[src/rtl/swerve_pkg.sv]
// Shared definitions for the swerve rotation scheduler: channel state encoding,
// default angle width and the wrap-around angle distance helper.
package swerve_pkg;

  localparam int ANGLE_W = 12;

  typedef enum logic [2:0] {
    CH_IDLE  = 3'd0,
    CH_START = 3'd1,
    CH_RUN   = 3'd2,
    CH_ABORT = 3'd3,
    CH_DONE  = 3'd4,
    CH_ERROR = 3'd5
  } ch_state_e;

  // Shortest distance between two angles on a circle of 2^width counts.
  function automatic logic [31:0] angle_dist(input logic [31:0] a, input logic [31:0] b,
                                             input int unsigned width);
    logic [31:0] mask;
    logic [31:0] fwd;
    logic [31:0] bwd;
    mask = (32'd1 << width) - 32'd1;
    fwd  = (a - b) & mask;
    bwd  = (b - a) & mask;
    return (fwd < bwd) ? fwd : bwd;
  endfunction

endpackage

[src/rtl/swerve_rotate_scheduler_sync_fifo.sv]
// In-order command queue with full/empty flags, same-cycle push/pop and a flush
// that empties the queue and drops any push presented in the same cycle.
module sync_fifo #(
  parameter int WIDTH = 14,
  parameter int DEPTH = 4
) (
  input  logic             clock,
  input  logic             reset_n,
  input  logic             i_push,
  input  logic             i_pop,
  input  logic             i_flush,
  input  logic [WIDTH-1:0] i_data,
  output logic [WIDTH-1:0] o_data,
  output logic             o_full,
  output logic             o_empty
);

  localparam int AW = $clog2(DEPTH);

  logic [WIDTH-1:0] r_mem [DEPTH];
  logic [AW-1:0]    r_wr_ptr;
  logic [AW-1:0]    r_rd_ptr;
  logic [AW:0]      r_count;
  logic             w_push;
  logic             w_pop;

  assign o_full  = (r_count == (AW+1)'(DEPTH));
  assign o_empty = (r_count == '0);
  assign o_data  = r_mem[r_rd_ptr];
  assign w_push  = i_push && !o_full && !i_flush;
  assign w_pop   = i_pop && !o_empty && !i_flush;

  always_ff @(posedge clock or negedge reset_n) begin
    if (!reset_n) begin
      r_wr_ptr <= '0;
      r_rd_ptr <= '0;
      r_count  <= '0;
    end else if (i_flush) begin
      r_wr_ptr <= '0;
      r_rd_ptr <= '0;
      r_count  <= '0;
    end else begin
      if (w_push) r_wr_ptr <= r_wr_ptr + 1'b1;
      if (w_pop)  r_rd_ptr <= r_rd_ptr + 1'b1;
      case ({w_push, w_pop})
        2'b10:   r_count <= r_count + 1'b1;
        2'b01:   r_count <= r_count - 1'b1;
        default: r_count <= r_count;
      endcase
    end
  end

  always_ff @(posedge clock) begin
    if (w_push) r_mem[r_wr_ptr] <= i_data;
  end

endmodule

[src/rtl/swerve_rotate_scheduler.sv]
// Queues host rotation commands and dispatches them in order to per-wheel
// angle_to_pwm channels, capping concurrent motion and handling timeout/retry.
module swerve_rotate_scheduler #(
  parameter int NUM_WHEELS  = 4,
  parameter int ANGLE_W     = swerve_pkg::ANGLE_W,
  parameter int FIFO_DEPTH  = 4,
  parameter int MAX_ACTIVE  = 2,
  parameter int TIMEOUT_CYC = 2000000,
  parameter int MAX_RETRIES = 2,
  parameter int ANGLE_TOL   = 2,
  localparam int WW         = $clog2(NUM_WHEELS)
) (
  input  logic                          clock,
  input  logic                          reset_n,
  input  logic                          i_cmd_valid,
  output logic                          o_cmd_ready,
  input  logic [WW-1:0]                 i_cmd_wheel,
  input  logic [ANGLE_W-1:0]            i_cmd_angle,
  input  logic                          i_abort_all,
  input  logic [NUM_WHEELS-1:0]         i_err_clear,
  input  logic [NUM_WHEELS*ANGLE_W-1:0] i_current_angle,
  input  logic [NUM_WHEELS-1:0]         i_angle_done,
  output logic [NUM_WHEELS*ANGLE_W-1:0] o_target_angle,
  output logic [NUM_WHEELS-1:0]         o_angle_update,
  output logic [NUM_WHEELS-1:0]         o_abort_angle,
  output logic [NUM_WHEELS-1:0]         o_wheel_busy,
  output logic [NUM_WHEELS-1:0]         o_wheel_error,
  output logic [NUM_WHEELS-1:0]         o_cmd_done,
  output logic                          o_sched_busy,
  output logic [NUM_WHEELS*3-1:0]       o_dbg_state
);

  import swerve_pkg::*;

  localparam int RW = $clog2(MAX_RETRIES + 1) + 1;

  logic                  w_fifo_full;
  logic                  w_fifo_empty;
  logic                  w_pop;
  logic [WW+ANGLE_W-1:0] w_head;
  logic [WW-1:0]         w_head_wheel;
  logic [ANGLE_W-1:0]    w_head_angle;
  logic [ANGLE_W-1:0]    w_head_cur;
  logic                  w_head_near;
  logic [NUM_WHEELS-1:0] w_idle;
  logic [NUM_WHEELS-1:0] w_active;
  logic [WW:0]           w_active_cnt;

  // Valid/ready: a command is taken on every cycle with i_cmd_valid && o_cmd_ready,
  // except while i_abort_all is high, when it is dropped along with the queue.
  sync_fifo #(
    .WIDTH (WW + ANGLE_W),
    .DEPTH (FIFO_DEPTH)
  ) u_cmd_fifo (
    .clock   (clock),
    .reset_n (reset_n),
    .i_push  (i_cmd_valid),
    .i_pop   (w_pop),
    .i_flush (i_abort_all),
    .i_data  ({i_cmd_wheel, i_cmd_angle}),
    .o_data  (w_head),
    .o_full  (w_fifo_full),
    .o_empty (w_fifo_empty)
  );

  assign o_cmd_ready                  = !w_fifo_full;
  assign {w_head_wheel, w_head_angle} = w_head;
  assign w_head_cur  = i_current_angle[w_head_wheel*ANGLE_W +: ANGLE_W];
  assign w_head_near = angle_dist(32'(w_head_angle), 32'(w_head_cur), ANGLE_W) <= 32'(ANGLE_TOL);

  always_comb begin
    w_active_cnt = '0;
    for (int i = 0; i < NUM_WHEELS; i++) begin
      w_active_cnt = w_active_cnt + (WW+1)'(w_active[i]);
    end
  end

  // Head-of-line dispatch only: a blocked head stalls everything behind it.
  assign w_pop = !w_fifo_empty && !i_abort_all && w_idle[w_head_wheel] &&
                 (w_active_cnt < (WW+1)'(MAX_ACTIVE));

  assign o_sched_busy = !w_fifo_empty || (|o_wheel_busy);

  for (genvar g = 0; g < NUM_WHEELS; g++) begin : g_ch
    ch_state_e          r_state;
    ch_state_e          w_next;
    logic [23:0]        r_tcnt;
    logic [RW-1:0]      r_retry;
    logic               r_flush;
    logic [ANGLE_W-1:0] r_target;
    logic               w_disp;

    assign w_disp = w_pop && (w_head_wheel == WW'(g));

    always_comb begin
      w_next = r_state;
      case (r_state)
        CH_IDLE:  if (w_disp) w_next = w_head_near ? CH_DONE : CH_START;
        CH_START: w_next = i_abort_all ? CH_ABORT : CH_RUN;
        CH_RUN: begin
          if (i_abort_all)                             w_next = CH_ABORT;
          else if (i_angle_done[g])                    w_next = CH_DONE;
          else if (r_tcnt == 24'(TIMEOUT_CYC - 1))     w_next = CH_ABORT;
        end
        CH_ABORT: begin
          if (r_flush || i_abort_all)                  w_next = CH_IDLE;
          else if (r_retry < RW'(MAX_RETRIES))         w_next = CH_START;
          else                                         w_next = CH_ERROR;
        end
        CH_DONE:  w_next = CH_IDLE;
        CH_ERROR: if (i_err_clear[g]) w_next = CH_IDLE;
        default:  w_next = CH_IDLE;
      endcase
    end

    always_ff @(posedge clock or negedge reset_n) begin
      if (!reset_n) begin
        r_state  <= CH_IDLE;
        r_target <= '0;
        r_tcnt   <= '0;
        r_retry  <= '0;
        r_flush  <= 1'b0;
      end else begin
        r_state <= w_next;
        if (w_disp) r_target <= w_head_angle;
        if (r_state == CH_START)     r_tcnt <= '0;
        else if (r_state == CH_RUN)  r_tcnt <= r_tcnt + 1'b1;
        if (r_state == CH_ABORT && w_next == CH_START) r_retry <= r_retry + 1'b1;
        // A global abort exhausts retries and marks the abort as a flush, not a failure.
        if (i_abort_all && (r_state == CH_START || r_state == CH_RUN || r_state == CH_ABORT)) begin
          r_retry <= RW'(MAX_RETRIES);
          r_flush <= 1'b1;
        end
        if (w_next == CH_IDLE) begin
          r_retry <= '0;
          r_flush <= 1'b0;
        end
      end
    end

    assign w_idle[g]         = (r_state == CH_IDLE);
    assign w_active[g]       = (r_state == CH_START) || (r_state == CH_RUN) || (r_state == CH_ABORT);
    assign o_angle_update[g] = (r_state == CH_START);
    assign o_abort_angle[g]  = (r_state == CH_ABORT);
    assign o_cmd_done[g]     = (r_state == CH_DONE);
    assign o_wheel_error[g]  = (r_state == CH_ERROR);
    assign o_wheel_busy[g]   = (r_state != CH_IDLE) && (r_state != CH_ERROR);
    assign o_target_angle[g*ANGLE_W +: ANGLE_W] = r_target;
    assign o_dbg_state[g*3 +: 3] = r_state;
  end

endmodule

[config.mk]
export PLATFORM = sky130hd
export DESIGN_NAME = swerve_rotate_scheduler
export DESIGN_NICKNAME = d
export VERILOG_FILES = /design/src/rtl/swerve_pkg.sv /design/src/rtl/swerve_rotate_scheduler_sync_fifo.sv /design/src/rtl/swerve_rotate_scheduler.sv
export SDC_FILE = /design/constraint.sdc
export NUM_CORES = 1
export LEC_CHECK = 0
export ABC_CLOCK_PERIOD_IN_PS = 7600
export CELL_PAD_IN_SITES_DETAIL_PLACEMENT = 1
export CELL_PAD_IN_SITES_GLOBAL_PLACEMENT = 1
export CORE_MARGIN = 5
export CORE_UTILIZATION = 49
export CTS_BUF_LIST = sky130_fd_sc_hd__clkbuf_8
export CTS_CLUSTER_DIAMETER = 60
export DETAILED_ROUTE_END_ITERATION = 8
export GPL_ROUTABILITY_DRIVEN = 0
export PLACE_DENSITY = 0.89
export SLEW_MARGIN = 25
export SYNTH_ARGS = -nofsm -noshare
export SYNTH_HDL_FRONTEND = slang
export SYNTH_SLANG_ARGS = --single-unit
[constraint.sdc]
create_clock -name clock -period 7.6 [get_ports clock]
set_clock_uncertainty 0.15 [all_clocks]
set_input_delay 1.14 -clock clock [delete_from_list [all_inputs] [get_ports clock]]
set_output_delay 1.14 -clock clock [all_outputs]
set_load 0.03 [all_outputs]
==> results.cfg, run 1 <==
[logic_synthesis]
syn-cell-area_um2 = 12600
synthMuxAreaShare_pct = 11.0
synth_top_area_cell = dfrtp_1
synth_compound_area_share_pct = 12.2
syn_nets = 1304
synth.avg_cell_area_um2 = 10.6
async_flop_share_pct = 76.2
ys.flop_type = dfrtp_1
yosysSeqAreaShare_pct = 49.0
synth_top_area_share_pct = 35.6
ys_top_cells_by_area = dfrtp_1, edfxtp_1, mux2_2
synth_edf_count = 56
netlist_instances = 1182
yosys_warnings = 0
synth-simple-area-share_pct = 17.2
synth_top_family_by_area = simple AND/OR/NAND/NOR gates
synth.distinct_cells = 71
synth-adder-area-share_pct = 5.01
synth-seq-cells = 235
synth-xor-area-share_pct = 2.44

[cells_and_area]
final_cells = 1696
multi_input_area_um2 = 6020
fillerInstances = 2697
drive_above_1_share_pct = 11.2
synthToLayoutAreaGrowth_pct = 20.7
seqCellArea_um2 = 6160
fin_nets = 1457

[placed_design]
dp_cells = 1623
io_buffers = 155
hpwl_um = 28500

[grt]
grt_overflow = 0
grtUsageTotal_pct = 28.6
grt_pass1_vias = 11300
grt_max_degree = 68
antenna_found_initial = 2
grt_pass1_wl_um = 65200

[clock_tree]
cts_root_buffer = clkbuf_8
cts_setup_buffers = 0
cts-resized-gates = 0
h-tree-depth = 2
cts_hold_buf = 0
clockBufferDepth = 3
clk_pin_slew_ps = 70
cts_inserted_buffers = 40
clock-sinks = 235
insertion_delay_ps = 570
cts_tree = done

[floorplanning]
core_um2 = 25300
fp.dieArea_um2 = 29000
pin_count = 156
die_y_um = 170
rows = 58
die_width_um = 170
start_util_pct = 49.8

[power]
power_density_nw_per_um2 = 368
max-vdd-ir-drop_mv = 0.250
leakage_uw = 0.00647

[worst_hold_path]
min_path_type = register to register
hold_depth = 1

[detailed_routing]
drtIter0Drc = 929
vias = 10600
via_per_inst = 6.22
routed_wl_um = 41400
firstDrtPassIters = 6
drc = 0
ant_nets = 0
wl_per_cell_um = 24.4

[worst_setup_path]
cp.arrival_ps = 6410
crit_fanout = 29
r2r_cells = 16
cp.required_ps = 7910
worstSetupStartpointType = register
worstSetupEndpointType = register
crit_type = register to register

[sta]
worst_slew_pin_slew_ps = 977
rsz0062_at_grt = no
worst_slew_margin_rel_pct = 34.8
period_share_pct = 80.2
setup_violations = 0
hold_viol_final = 0
slew_viol_final = 0
fin_setup_tns_ps = 0
fin_crit_ps = 6100
fmax_mhz = 164

[status]
status = finished, final reports clean

[run]
maxCapViolations = 0
[synthesized netlist by cell type, types with 9 or more instances]
library cell and instances:
xor2_1 17, a31oi_1 9, o211ai_1 19, buf_2 9, a21oi_1 29, dfrtp_1 179, mux4_2 14, o21ai_0 92
nand2_1 84, o31ai_1 18, edfxtp_1 56, xnor2_1 18, and2_1 15, nand4_1 30, mux2_2 50, mux2i_1 50
nor2_1 87, o21a_1 10, clkbuf_1 38, nor2b_1 11, a21o_1 11, ha_1 44, nor3_1 15, nor4b_1 9
and3_1 16, nand2b_1 10, inv_1 49, nand3_1 69
[metrics by stage]
stage	power (uW)	hold WS, ps	cell area [um2]	utilization, %	setup WS (ps)
4_1_cts	5580	336	15200	60.1	1570
5_1_grt	5880	358	15200	60.2	1070
3_3_place_gp	4160	306	14400	57.0	1860
2_1_floorplan	3380	287	12600	-	2410
6_report	5590	338	15200	60.2	1500
3_5_place_dp	4330	327	14400	57.0	1620
[cell families (layout without fill, tap and decap cells)]
group,after synthesis,count (layout)
AO/OA/AOI/OAI,241,241
XOR/XNOR,35,35
adder cells (fa/ha/maj),48,48
buffers and inverters,101,283
flip-flops,235,235
multiplexers,114,114
other,0,2
AND/OR/NAND/NOR,408,408
[state kept, by name, indices dropped and copies added, names as in the netlist]
name                 flops
g_ch.r_flush             4
u_cmd_fifo.r_mem        56
u_cmd_fifo.r_rd_ptr      2
u_cmd_fifo.r_count       3
g_ch.r_target           48
g_ch.r_retry            12
u_cmd_fifo.r_wr_ptr      2
g_ch.r_state            12
g_ch.r_tcnt             96
[cell usage in the layout (no fill, tap or decap), types with 14 or more instances in the layout]
cell type        instances
dfrtp_1                179
clkdlybuf4s50_1        154
o21ai_0                 92
nor2_1                  87
nand2_1                 84
nand3_1                 69
inv_1                   59
edfxtp_1                56
mux2i_1                 50
mux2_2                  50
clkbuf_8                45
ha_1                    44
nand4_1                 30
a21oi_1                 29
o211ai_1                19
xnor2_1                 18
o31ai_1                 18
xor2_1                  17
and3_1                  16
and2_1                  15
nor3_1                  15
mux4_2                  14
[path summary, 6_finish.rpt]
kind	start	endpoint	slack, ps
worst max-delay path	u_cmd_fifo.r_rd_ptr[1]	g_ch[3].r_state[2]	1500
min in group asynchronous	reset_n	g_ch[3].r_tcnt[3]	390
worst min-delay path	g_ch[2].r_tcnt[18]	g_ch[2].r_tcnt[18]	340
worst max register to register	u_cmd_fifo.r_rd_ptr[1]	g_ch[3].r_state[2]	1500
worst min register to register	g_ch[2].r_tcnt[18]	g_ch[2].r_tcnt[18]	340
max in group asynchronous	reset_n	g_ch[1].r_tcnt[19]	5620
[report_power, final]
group | leakage [uW] | internal, uW | switching (uW)
Clock | 0.000452 | 619 | 557
Combinational | 0.00309 | 1070 | 1620
Sequential | 0.00293 | 1490 | 231
Total | 0.00647 | 3180 | 2410
[per-layer routing]
metal	global-route usage (%)	vias to the layer above	part of all wire (%)
met3	5.09	124	5.6
met4	12.3	0	4.2
met5	0	-	0
li1	-	4657	-
met2	49.9	382	51
met1	35.0	5392	39
[final cells by class]
cell class | instances | area share [%]
clock inverters | 26 | 1.19
diodes | 2 | 0.0329
clock buffers | 45 | 4.08
multi-input cells | 846 | 39.6
well taps | 330 | 2.72
repair buffers | 163 | 10.6
flip-flops and latches | 235 | 40.6
inverters | 49 | 1.21
[worst max-delay path, stage by stage, from the launching register on]
cell and delay, ps:
dfrtp_1 800, mux4_2 980, mux2i_1 310, mux2i_1 150
ha_1 490, a211o_1 340, a21oi_1 200, a21oi_1 150
a221oi_1 360, xor2_1 260, ha_1 290, and4_1 210
a221o_1 380, a211o_1 300, nor3_1 230, o22ai_1 170
o21ai_0 210
No activity file was read; power rests on OpenSTA's default activity.
==> run 2, diff against run 1 <==
ABC_CLOCK_PERIOD_IN_PS = 4900   (was 7600)
CORE_UTILIZATION = 41   (was 49)
PLACE_DENSITY = 0.79   (was 0.89)
clock period = 4.9 ns   (was 7.6 ns; I/O delays follow)
==> run 2 against run 1 <==
  * The run now ends with negative setup slack left
  * Sequential power is 53% higher
  * Count of clock-buffer cells in the layout stayed put
  * Cell area is 7.1% higher
  * Global-route usage is 5.8 points lower
  * Wire length is 1.6% lower
  * Via count is 1.3% higher
  * Critical path depth is 4 higher
  * Critical endpoint is now g_ch[2].r_state[2]
  * Largest cell class is now multi-input combinational cells
==> results.cfg, run 2 (same netlist as run 1, synthesis figures left out) <==
[clock_tree]
cts_root_buffer = clkbuf_8
clockBufferDepth = 3
clock-sinks = 235
cts_tree = done
clk_pin_slew_ps = 60
insertion_delay_ps = 590
h-tree-depth = 2
cts_inserted_buffers = 42

[sta]
worst_slew_margin_rel_pct = 33.9
setup_violations = 8
worst_slew_pin_slew_ps = 982
rsz0062_at_grt = yes
fmax_mhz = 187
hold_viol_final = 0
slew_viol_final = 0
period_share_pct = 109
final.setup.worst_slack_ps = -453
fin_setup_tns_ps = -3080
fin_crit_ps = 5350

[worst_setup_path]
crit_family = simple AND/OR/NAND/NOR gates
crit_type = register to register
worstPathCellList = mux4_2, buf_12, buf_6, mux2i_1, mux2i_1, ha_1, and3_4, o21a_1, buf_6, or4_4, a211oi_4, or2_4, ha_4, and4_1, a221o_1, buf_6, nor4_4, buf_4, o22ai_2, o21ai_1
cp.arrival_ps = 5670
crit_cells = 20
worstSetupStartpointType = register
r2r_cells = 20
cp_slowest_stage_delay_ps = 560
path_buf_inv = 5
crit_path_frequent_cell = buf_6
crit_fanout = 8
cp.required_ps = 5220
reg2reg_slack_ps = -450
worstSetupEndpointType = register
slowest_stage = mux4_2

[cells_and_area]
reg_top3 = g_ch.r_tcnt: 96 flops, u_cmd_fifo.r_mem: 56 flops, g_ch.r_target: 48 flops
regMostFlops = g_ch.r_tcnt
drive_above_1_share_pct = 19.4
diodes = 0
layout_commonest_cell = dfrtp_1
post-route-util_pct = 53.5
synthToLayoutAreaGrowth_pct = 29.3
seqCellArea_um2 = 6160
fin_nets = 1538
largest_reg_flops = 96
multi_input_area_um2 = 6320
layout_common_cells = dfrtp_1, clkdlybuf4s50_1, nor2_1
fillerInstances = 3255

[floorplanning]
start_util_pct = 41.4
fp.dieArea_um2 = 34300
die_width_um = 185
core_um2 = 30400
rows = 64
pin_count = 156
die_y_um = 185

[power]
power_density_nw_per_um2 = 590
leakage_uw = 0.00697
max-vdd-ir-drop_mv = 0.320

[detailed_routing]
drc = 0
via_per_inst = 5.81
wl_per_cell_um = 22.2
ant_nets = 0
drtIter0Drc = 492
routed_wl_um = 40700
vias = 10700
firstDrtPassIters = 5

[grt]
grt_pass1_wl_um = 62500
grt_max_degree = 96
grt_overflow = 0
grt_pass1_vias = 11300
grtUsageTotal_pct = 22.8
antenna_found_initial = 0

[status]
status = complete, but fails checks
violations = negative setup slack

[placed_design]
pre_cts_ws_ps = -291
hpwl_um = 27300
io_buffers = 155

[run]
maxCapViolations = 0

[worst_hold_path]
hold_depth = 1
min_path_type = register to register
==> run 2: cell types whose count changed in the layout (fill, tap and decap cells not counted), sizes merged <==
cell,before,now
buf,9,87
clkinv,11,10
dlygate4sd3,0,1
inv,62,64
diode,2,0
bufinv,2,1
==> run 2: report_power, final <==
group          internal [uW]  switching, uW  total (uW)
clock                    915            856        1770
sequential              2320            319        2630
combinational           2270           2920        5190
==> run 2: stage by stage <==
step           hold slack (ps)  instances  cell area (um2)  total power (uW)
2_1_floorplan              287       1182            12600              5290
4_1_cts                    150       1830            16000              9210
6_report                   324       1839            16300              9600
3_3_place_gp               302       1741            14900              6810
3_5_place_dp               318       1741            14900              6980
5_1_grt                    340       1839            16300             10100
==> run 2: timing repair <==
item                                    CTS  global route
endpoints found under the setup margin    8             8
hold buffers                              0             1
gates resized for setup                  43            29
pin swaps                                30            33
buffers inserted                         17             7
cloned                                    1             0
hold endpoints to repair                  0            23
==> run 2: routing by layer <==
layer / vias up / part of all wire (%) / GRT usage (%)
li1: 4819 / - / -
met1: 5468 / 42 / 29.0
met2: 297 / 50 / 40.2
met3: 103 / 4.5 / 3.53
met4: 0 / 3.4 / 7.11
met5: - / 0 / 0
==> run 2: final timing paths <==
kind                                          from                  to
min in group asynchronous                  reset_n  g_ch[3].r_tcnt[16]
max in group asynchronous                  reset_n  g_ch[0].r_tcnt[14]
setup / recovery           u_cmd_fifo.r_mem[3][12]  g_ch[2].r_state[2]
setup reg to reg           u_cmd_fifo.r_mem[3][12]  g_ch[2].r_state[2]
hold reg to reg                 g_ch[2].r_tcnt[20]  g_ch[2].r_tcnt[20]
hold / removal                  g_ch[2].r_tcnt[20]  g_ch[2].r_tcnt[20]
==> run 2: layout make-up <==
type | instances | share of cell area (%)
multi-input cells | 846 | 38.8
clock buffers | 45 | 3.81
clock inverters | 26 | 1.06
well taps | 396 | 3.04
repair buffers | 242 | 14.2
inverters | 49 | 1.13
flip-flops and latches | 235 | 37.9
